$ cat src/rtl/test_pkg.sv
`default_nettype none
// ============================================================================
// Module      : test_pkg
// Description : Shared packet types for the bus write packetizer and its
//               downstream packet consumer, plus the FIFO occupancy states.
// Revision    : 1.0 - initial release
// ============================================================================
package test_pkg;

    // Packet id carries the full bus address.
    localparam int WIDTH  = 32;
    localparam int DATA_W = 16;

    typedef logic [WIDTH-1:0] id_t;

    typedef struct packed {
        id_t               id;
        logic [DATA_W-1:0] data;
    } packet_t;

    // Occupancy class of the packet FIFO; the level counter is authoritative.
    typedef enum logic [1:0] {
        FIFO_EMPTY   = 2'd0,
        FIFO_PARTIAL = 2'd1,
        FIFO_FULL    = 2'd2
    } fifo_state_t;

endpackage
`default_nettype wire

$ cat src/rtl/bus_write_packetizer_sync_fifo.sv
`default_nettype none
// ============================================================================
// Module      : sync_fifo
// Description : Small synchronous FIFO with level counter, synchronous flush
//               and a registered EMPTY/PARTIAL/FULL occupancy state.
// Revision    : 1.0 - initial release
// ============================================================================
module sync_fifo
    import test_pkg::*;
#(
    parameter type T     = test_pkg::packet_t,
    parameter int  DEPTH = 4
) (
    input  logic                     clk,
    input  logic                     rst,
    input  logic                     push,
    input  T                         push_data,
    input  logic                     pop,
    input  logic                     flush,
    output T                         head,
    output logic [$clog2(DEPTH):0]   level,
    output logic                     full,
    output logic                     empty
);

    localparam int AW = $clog2(DEPTH);
    localparam int LW = AW + 1;

    fifo_state_t   state_q, state_d;
    logic [AW-1:0] wr_ptr_q, wr_ptr_d;
    logic [AW-1:0] rd_ptr_q, rd_ptr_d;
    logic [LW-1:0] level_q, level_d;
    T              mem_q [DEPTH];
    T              mem_d [DEPTH];
    logic          do_push;
    logic          do_pop;

    // State register: pointers, level, storage and occupancy state.
    always_ff @(posedge clk or posedge rst) begin
        if (rst) begin
            state_q  <= FIFO_EMPTY;
            wr_ptr_q <= '0;
            rd_ptr_q <= '0;
            level_q  <= '0;
            for (int i = 0; i < DEPTH; i++) begin
                mem_q[i] <= '0;
            end
        end else begin
            state_q  <= state_d;
            wr_ptr_q <= wr_ptr_d;
            rd_ptr_q <= rd_ptr_d;
            level_q  <= level_d;
            mem_q    <= mem_d;
        end
    end

    // Next-state logic: flush wins over push/pop; state follows the new level.
    always_comb begin
        do_push  = push && !full && !flush;
        do_pop   = pop && !empty && !flush;
        wr_ptr_d = wr_ptr_q;
        rd_ptr_d = rd_ptr_q;
        level_d  = level_q;
        mem_d    = mem_q;
        state_d  = state_q;

        if (do_push) begin
            mem_d[wr_ptr_q] = push_data;
            wr_ptr_d        = wr_ptr_q + AW'(1);
        end
        if (do_pop) begin
            rd_ptr_d = rd_ptr_q + AW'(1);
        end
        if (do_push && !do_pop) begin
            level_d = level_q + LW'(1);
        end else if (do_pop && !do_push) begin
            level_d = level_q - LW'(1);
        end

        if (flush) begin
            wr_ptr_d = '0;
            rd_ptr_d = '0;
            level_d  = '0;
        end

        if (level_d == '0) begin
            state_d = FIFO_EMPTY;
        end else if (level_d == LW'(DEPTH)) begin
            state_d = FIFO_FULL;
        end else begin
            state_d = FIFO_PARTIAL;
        end
    end

    // Outputs: status flags from the occupancy state, head zeroed when empty.
    always_comb begin
        full  = (state_q == FIFO_FULL);
        empty = (state_q == FIFO_EMPTY);
        level = level_q;
        head  = empty ? T'('0) : mem_q[rd_ptr_q];
    end

endmodule
`default_nettype wire

$ cat src/rtl/bus_write_packetizer.sv
`default_nettype none
// ============================================================================
// Module      : bus_write_packetizer
// Description : Bus follower that turns accepted write beats into packets,
//               buffers them in a FIFO and presents them on a valid/ready
//               stream. Read beats are acknowledged and counted only.
// Revision    : 1.0 - initial release
// ============================================================================
module bus_write_packetizer
    import test_pkg::*;
#(
    parameter int DEPTH      = 4,
    parameter int ADDR_WIDTH = 32,
    parameter int DATA_WIDTH = 16,
    parameter int CNT_WIDTH  = 16
) (
    input  logic                     clk,
    input  logic                     rst,
    input  logic                     bus_valid,
    input  logic                     bus_write_enable,
    input  logic [ADDR_WIDTH-1:0]    bus_addr,
    input  logic [DATA_WIDTH-1:0]    bus_data,
    output logic                     bus_ready,
    input  logic                     flush,
    output logic                     pkt_valid,
    input  logic                     pkt_ready,
    output packet_t                  pkt_out,
    output logic [$clog2(DEPTH):0]   fifo_level,
    output logic [CNT_WIDTH-1:0]     wr_count,
    output logic [CNT_WIDTH-1:0]     rd_count
);

    logic                 fifo_full;
    logic                 fifo_empty;
    logic                 wr_accept;
    logic                 rd_accept;
    logic                 pop;
    packet_t              push_pkt;
    packet_t              head;
    logic [CNT_WIDTH-1:0] wr_count_q, wr_count_d;
    logic [CNT_WIDTH-1:0] rd_count_q, rd_count_d;

    // Bus handshake decode: ready drops while full, flushing or in reset.
    always_comb begin
        bus_ready     = !fifo_full && !flush && !rst;
        wr_accept     = bus_valid && bus_ready && bus_write_enable;
        rd_accept     = bus_valid && bus_ready && !bus_write_enable;
        pkt_valid     = !fifo_empty;
        pop           = pkt_valid && pkt_ready;
        push_pkt.id   = id_t'(bus_addr);
        push_pkt.data = DATA_W'(bus_data);
        pkt_out       = head;
    end

    // Saturating beat counters; untouched by flush.
    always_comb begin
        wr_count_d = wr_count_q;
        rd_count_d = rd_count_q;
        if (wr_accept && (wr_count_q != '1)) begin
            wr_count_d = wr_count_q + CNT_WIDTH'(1);
        end
        if (rd_accept && (rd_count_q != '1)) begin
            rd_count_d = rd_count_q + CNT_WIDTH'(1);
        end
    end

    // Counter registers.
    always_ff @(posedge clk or posedge rst) begin
        if (rst) begin
            wr_count_q <= '0;
            rd_count_q <= '0;
        end else begin
            wr_count_q <= wr_count_d;
            rd_count_q <= rd_count_d;
        end
    end

    assign wr_count = wr_count_q;
    assign rd_count = rd_count_q;

    sync_fifo #(
        .T     (packet_t),
        .DEPTH (DEPTH)
    ) u_fifo (
        .clk       (clk),
        .rst       (rst),
        .push      (wr_accept),
        .push_data (push_pkt),
        .pop       (pop),
        .flush     (flush),
        .head      (head),
        .level     (fifo_level),
        .full      (fifo_full),
        .empty     (fifo_empty)
    );

endmodule
`default_nettype wire

$ cat config.mk
export PLATFORM = sky130hd
export DESIGN_NAME = bus_write_packetizer
export DESIGN_NICKNAME = d
export VERILOG_FILES = /design/src/rtl/test_pkg.sv /design/src/rtl/bus_write_packetizer_sync_fifo.sv /design/src/rtl/bus_write_packetizer.sv
export SDC_FILE = /design/constraint.sdc
export NUM_CORES = 1
export LEC_CHECK = 0
export ABC_AREA = 0
export CELL_PAD_IN_SITES_DETAIL_PLACEMENT = 0
export CELL_PAD_IN_SITES_GLOBAL_PLACEMENT = 1
export CORE_ASPECT_RATIO = 0.7
export CORE_MARGIN = 3
export CORE_UTILIZATION = 33
export DETAILED_ROUTE_END_ITERATION = 10
export DONT_BUFFER_PORTS = 1
export GPL_TIMING_DRIVEN = 0
export MAX_ROUTING_LAYER = met4
export PLACE_DENSITY = 0.59
export SYNTH_ARGS = -nofsm -noshare
export SYNTH_HDL_FRONTEND = slang
export SYNTH_HIERARCHICAL = 1
export SYNTH_SLANG_ARGS = --single-unit
$ cat constraint.sdc
create_clock -name clk -period 6.6 [get_ports clk]
set_input_delay 0.66 -clock clk [delete_from_list [all_inputs] [get_ports clk]]
set_output_delay 0.66 -clock clk [all_outputs]
set_load 0.1 [all_outputs]
==> flow_summary.ini, run 1 <==
[clock_network]
clockBufferDepth = 3
post-cts-setup-buffers = 0
cts.sinks = 233
clk_latency_ns = 0.54
cts-root-buf = clkbuf_16
cts_tree = built
htree_levels = 1
ctsResizeCount = 0
path_clk_slew_ns = 0.06
cts_hold_buf = 1
cts_buffers = 26

[global_routing]
grt.total_usage_pct = 15.83
overflow = 0
first_global_vias = 6907
grt_pass1_wl_mm = 41.72
grt_max_degree = 140
antenna_found_initial = 0

[power_and_ir_drop]
p_seq_share_pct = 50.8
peakVddDrop_uv = 200.3
power.switching_mw = 0.9822
p_clk_share_pct = 40.1
p_comb_share_pct = 9.1
p_sw_share_pct = 27.75
leakage_nw = 5.699
power_mw = 3.540
p_per_area_nw_per_um2 = 288.5
intPower_mw = 2.558

[critical_path]
r2r_start = rd_count[3]
reg2reg_slack_ns = 3.46
r2r_cells = 4
max_stage_delay_ns = 0.84
cp_slowest_cell = and2_1
critPathTopFamily = buffers and inverters
start_kind = flop
critPathBufInv = 2
end_kind = output port
cp_max_fo = 10
critPathRequiredTime_ns = 5.94
path_class = reg2out
rr_endpoint = rd_count[1]
crit_arrival_ns = 3.14
path_cells = buf_1, buf_2, mux4_2, and2_1

[routing]
wl_met1_mm = 12.06
vias = 6229
dr_wl_met3_mm = 1.536
drt-total-wl_mm = 26.68
post-route-drc-count = 0
route.met2.wl_mm = 12.69
drt-initial-drc-count = 335
viasPerCell = 5.161
routedWlPerCell_um = 22.10
top_layer = met4
ant_nets = 0
first_pass_iters = 4

[sta]
setup_viol = 0
fin_crit_sh_pct = 57.59
fmax_mhz = 263.1
maxSlewHeadroom_pct = 29.06
worst_slew_pin_slew_ns = 1.064
hold_violations = 0
holdWs_ns = 0.1102
rsz0062_at_grt = false
final.setup_skew_ns = 0.01335
final_max_slew_viol_count = 0
fin_crit_ns = 3.801

[logic_synthesis]
yosys.area.top_type = dfrtp_1
synth_seq_area_share_pct = 53.79
synth_cell_types = 53
synth_flop_cell = dfrtp_1
synth-edff-count = 0
yosysWarnings = 6
synthTopCellsByArea = dfrtp_1, mux2_2, mux4_2
synthCells = 738
synth.cell_area_um2 = 10840
syn_area_per_cell_um2 = 14.69
ys_ff_latch = 233
synth.top_cell.area_share_pct = 53.79
ys_async_sr_fraction_pct = 100.0
synth_nets = 800

[job]
drv_cap = 0

[layout]
fin_nets = 831
syn2layout_area_growth_pct = 13.19
fin_util_pct = 38.64
n_fill_cell = 2960
n_antenna_cell = 0
drive_gt1_share_pct = 33.55

[placement]
io_buffer_count = 0
dp_hpwl_mm = 18.63
place_congestion = 0.8058

[floorplan]
num_rows = 54
dieHeight_um = 157.6
dieArea_um2 = 35100
core_area_um2 = 31760
io-pin-count = 139
die_x_um = 222.6
start_util_pct = 34.14

[run_status]
outcome = complete, no violations

[min_path]
min_path_type = in2async
cells by family (layout without fill, tap and decap cells):
logic type,count (synthesis),in the layout,synth area share [%]
compound gates,15,15,1.177
xor+xnor,29,29,2.343
fa+ha+maj,8,8,0.9234
buf+inv,55,104,2.770
flops,233,233,53.79
mux,246,246,30.52
simple gates,152,152,8.483
cells in the mapped netlist, drive strengths merged, types with 2 or more instances:
cell type    n
nor3b        2
mux2       196
and4         4
nor2b        3
and3         4
ha           8
clkbuf       7
buf         34
xor2        14
nand2       18
mux4        48
inv         14
nand3       13
nor3        11
a21oi        3
or3          3
mux2i        2
nor4b        3
xnor2       15
or4          3
nand4       11
nor4         4
nor2        15
dfrtp      233
nand2b       2
or4b         2
o21ai        3
and2        49
how the worst max path moves through the flow:
stage / startpoint / to / slack (ns) / depth (start not counted)
2_1_floorplan: rst / u_fifo/level[0] / 0.46 / 1
3_3_place_gp: rst / u_fifo/mem_q[60] / -1.29 / 1
3_5_place_dp: u_fifo/rd_ptr_q[1] / pkt_out[45] / 3.34 / 4
4_1_cts: u_fifo/rd_ptr_q[1] / pkt_out[45] / 2.72 / 4
5_1_grt: u_fifo/rd_ptr_q[1] / pkt_out[45] / 2.59 / 4
6_report: u_fifo/rd_ptr_q[1] / pkt_out[45] / 2.80 / 4
final cells by class:
type	count	area, um^2	share of cell area (%)
clock buffer	36	728.2	5.935
buffer	41	247.7	2.019
clock inverter	10	111.4	0.9075
tap	420	525.5	4.283
multi-input combinational	450	4715	38.42
inverter	14	60.06	0.4894
timing repair buffer	3	52.55	0.4283
sequential	233	5831	47.52
layer usage:
metal	vias up	global-route usage [%]
li1	2761	-
met4	0	2.964
met3	28	4.041
met1	3298	20.45
met2	142	25.70
met5	-	-
sequential cells by signal, indices dropped and copies added, names as in the netlist:
name	flops
u_fifo/rd_ptr_q	2
rd_count	16
u_fifo/state_q	2
u_fifo/mem_q	192
u_fifo/level	3
u_fifo/wr_ptr_q	2
wr_count	16
stage by stage:
step,TNS (ns),std cells,setup WS (ns),area [um^2]
after floorplan,0,738,0.4576,10840
after global placement,-257.55,1158,-1.290,11370
after detailed placement,0,1160,3.339,11420
after CTS,0,1207,2.721,12270
after global routing,0,1207,2.586,12270
final,0,1207,2.799,12270
cells in the final DEF, fill, tap and decap left out, drive strengths merged, types with 13 or more instances in the layout:
cell / netlist / routed
inv: 14 / 14
nor2: 15 / 15
mux2: 196 / 196
mux4: 48 / 48
buf: 34 / 36
nand3: 13 / 13
and2: 49 / 49
nand2: 18 / 18
xnor2: 15 / 15
dfrtp: 233 / 233
xor2: 14 / 14
clkbuf: 7 / 43
power groups by stage:
stage / logic (mW) / clock network, mW / registers, mW
5_1_grt: 0.356 / 1.54 / 1.81
2_1_floorplan: 0.270 / 0 / 1.80
6_report: 0.322 / 1.42 / 1.80
4_1_cts: 0.329 / 1.48 / 1.80
3_5_place_dp: 0.325 / 0 / 1.83
3_3_place_gp: 0.305 / 0 / 1.81
Power figures use the tool's default switching activity.
==> run 2, diff against run 1 <==
==> constraint.sdc (replaced) <==
create_clock -name clk -period 3.8 [get_ports clk]
set_input_delay 0.38 -clock clk [delete_from_list [all_inputs] [get_ports clk]]
set_output_delay 0.38 -clock clk [all_outputs]
set_load 0.1 [all_outputs]
==> run 2 against run 1 <==
Effect of this change:
- worst setup slack worse by 2.6 ns
- flip-flop and latch count unchanged
- sequential share of layout area down 2.6 points
- hold slack worse by 0.045 ns
- critical path type unchanged
- routed wire length up 1.7%
- clock-buffer cell count down 1
- via count up 5.2%
- register-to-register slack worse by 2.9 ns
==> flow_summary.ini, run 2 (synthesis results as in run 1) <==
[run_status]
outcome = complete, no violations

[clock_network]
ctsResizeCount = 0
cts_tree = built
post-cts-setup-buffers = 0
path_clk_slew_ns = 0.06
cts_hold_buf = 49
htree_levels = 1
cts.sinks = 233
cts_buffers = 26
cts-root-buf = clkbuf_16
clk_latency_ns = 0.54
clockBufferDepth = 3

[critical_path]
r2r_cells = 4
start_kind = flop
critPathRequiredTime_ns = 3.42
end_kind = output port
cp_max_fo = 10
crit_arrival_ns = 3.19
path_class = reg2out

[global_routing]
first_global_vias = 7260
grt_max_degree = 42
use_met3_pct = 4.133
grt.total_usage_pct = 16.13
gr-max-usage-layer = met2
overflow = 0
met2_usage_pct = 25.41
grt_pass1_wl_mm = 42.84
grt_use_met1_pct = 21.19
antenna_found_initial = 3

[routing]
ant_nets = 0
routedWlPerCell_um = 21.45
viasPerCell = 5.179
post-route-drc-count = 0
first_pass_iters = 4
drt-initial-drc-count = 355
vias = 6552
drt-total-wl_mm = 27.14

[floorplan]
start_util_pct = 34.14
dieArea_um2 = 35100
die_x_um = 222.6
dieHeight_um = 157.6
core_area_um2 = 31760
num_rows = 54
io-pin-count = 139

[layout]
fin_nets = 884
largest_reg_flops = 192
multi_input_area_um2 = 4715
fin_util_pct = 40.88
final_cell_mix = dfrtp_1, mux2_2, mux2_1
top_register = u_fifo/mem_q
n_fill_cell = 2922
stdcell_area_um2 = 12980
seq_area_um2 = 5831
fin_cells = 1265
final_common_cell = dfrtp_1
drive_gt1_share_pct = 32.78
syn2layout_area_growth_pct = 19.75

[placement]
io_buffer_count = 0
dpl.cell_count = 1164
placed_area_um2 = 11490
place_congestion = 0.7992
place_ws_ns = 0.6699
dp_hpwl_mm = 19.08

[sta]
final_max_slew_viol_count = 0
holdWs_ns = 0.06536
fin_crit_ns = 3.570
fmax_mhz = 280.1
worst_slew_pin_slew_ns = 1.115
setup_ws_ns = 0.2297
fin_setup_tns_ns = 0
hold_violations = 0
fin_crit_sh_pct = 93.96
rsz0062_at_grt = false
setup_viol = 0
final.setup_skew_ns = 0.01248
maxSlewHeadroom_pct = 24.99

[job]
drv_cap = 0

[power_and_ir_drop]
p_seq_share_pct = 47.5
intPower_mw = 4.797
p_clk_share_pct = 42.9
p_per_area_nw_per_um2 = 505.5
power_mw = 6.562
power.switching_mw = 1.765
p_sw_share_pct = 26.89
peakVddDrop_uv = 228.1
p_comb_share_pct = 9.6
leakage_nw = 5.994

[min_path]
min_path_type = in2reg
min_path_cells = 2
==> run 2: cell types whose count changed in the layout (fill, tap and decap cells not counted), moves of 2 or more <==
| cell | change |
|---|---|
| dlygate4sd3_1 | +49 |
| clkinvlp_4 | +4 |
| clkinv_2 | -2 |
| bufinv_16 | +3 |
| clkbuf_1 | -6 |
| buf_12 | +5 |
| diode_2 | +3 |
| clkbuf_8 | +4 |
==> run 2: metal layers <==
layer  vias to the layer above  wire (um)
li1                       2868          -
met1                      3499      12630
met2                       142      12500
met3                        43       1355
met4                         0        650
met5                         -          0
==> run 2: critical path, cell delays in order (launching register included) <==
cell	delay (ns)
dfrtp_1	0.39
buf_1	0.67
buf_2	0.49
mux4_2	0.26
and2_1	0.83
==> run 2: final cells by class <==
| type | instances | share of cell area [%] |
|---|---|---|
| repair buffers | 56 | 4.742 |
| diodes | 3 | 0.05783 |
| well taps | 420 | 4.048 |
| clock buffers | 35 | 6.053 |
| clock inverters | 13 | 1.523 |
| plain buffers | 41 | 1.908 |
| inverters | 14 | 0.4337 |
| multi-input cells | 450 | 36.32 |
| flip-flops and latches | 233 | 44.92 |
==> run 2: worst paths after layout <==
path / end / startpoint / slack, ns
setup / recovery: pkt_out[30] / u_fifo/rd_ptr_q[1] / 0.23
hold reg to reg: u_fifo/mem_q[65] / u_fifo/mem_q[65] / 0.49
max in group asynchronous: u_fifo/mem_q[37] / rst / 2.25
min in group asynchronous: rd_count[0] / rst / 0.42
setup reg to reg: rd_count[1] / rd_count[3] / 0.58
hold / removal: rd_count[0] / bus_write_enable / 0.07
==> run 2: power by group through the flow <==
| stage | logic, mW | clock network (mW) | registers (mW) |
|---|---|---|---|
| final | 0.628 | 2.81 | 3.12 |
| after global routing | 0.689 | 3.02 | 3.15 |
| after CTS | 0.634 | 2.91 | 3.12 |
| after detailed placement | 0.570 | 0 | 3.17 |
| after global placement | 0.529 | 0 | 3.15 |
| after floorplan | 0.470 | 0 | 3.12 |
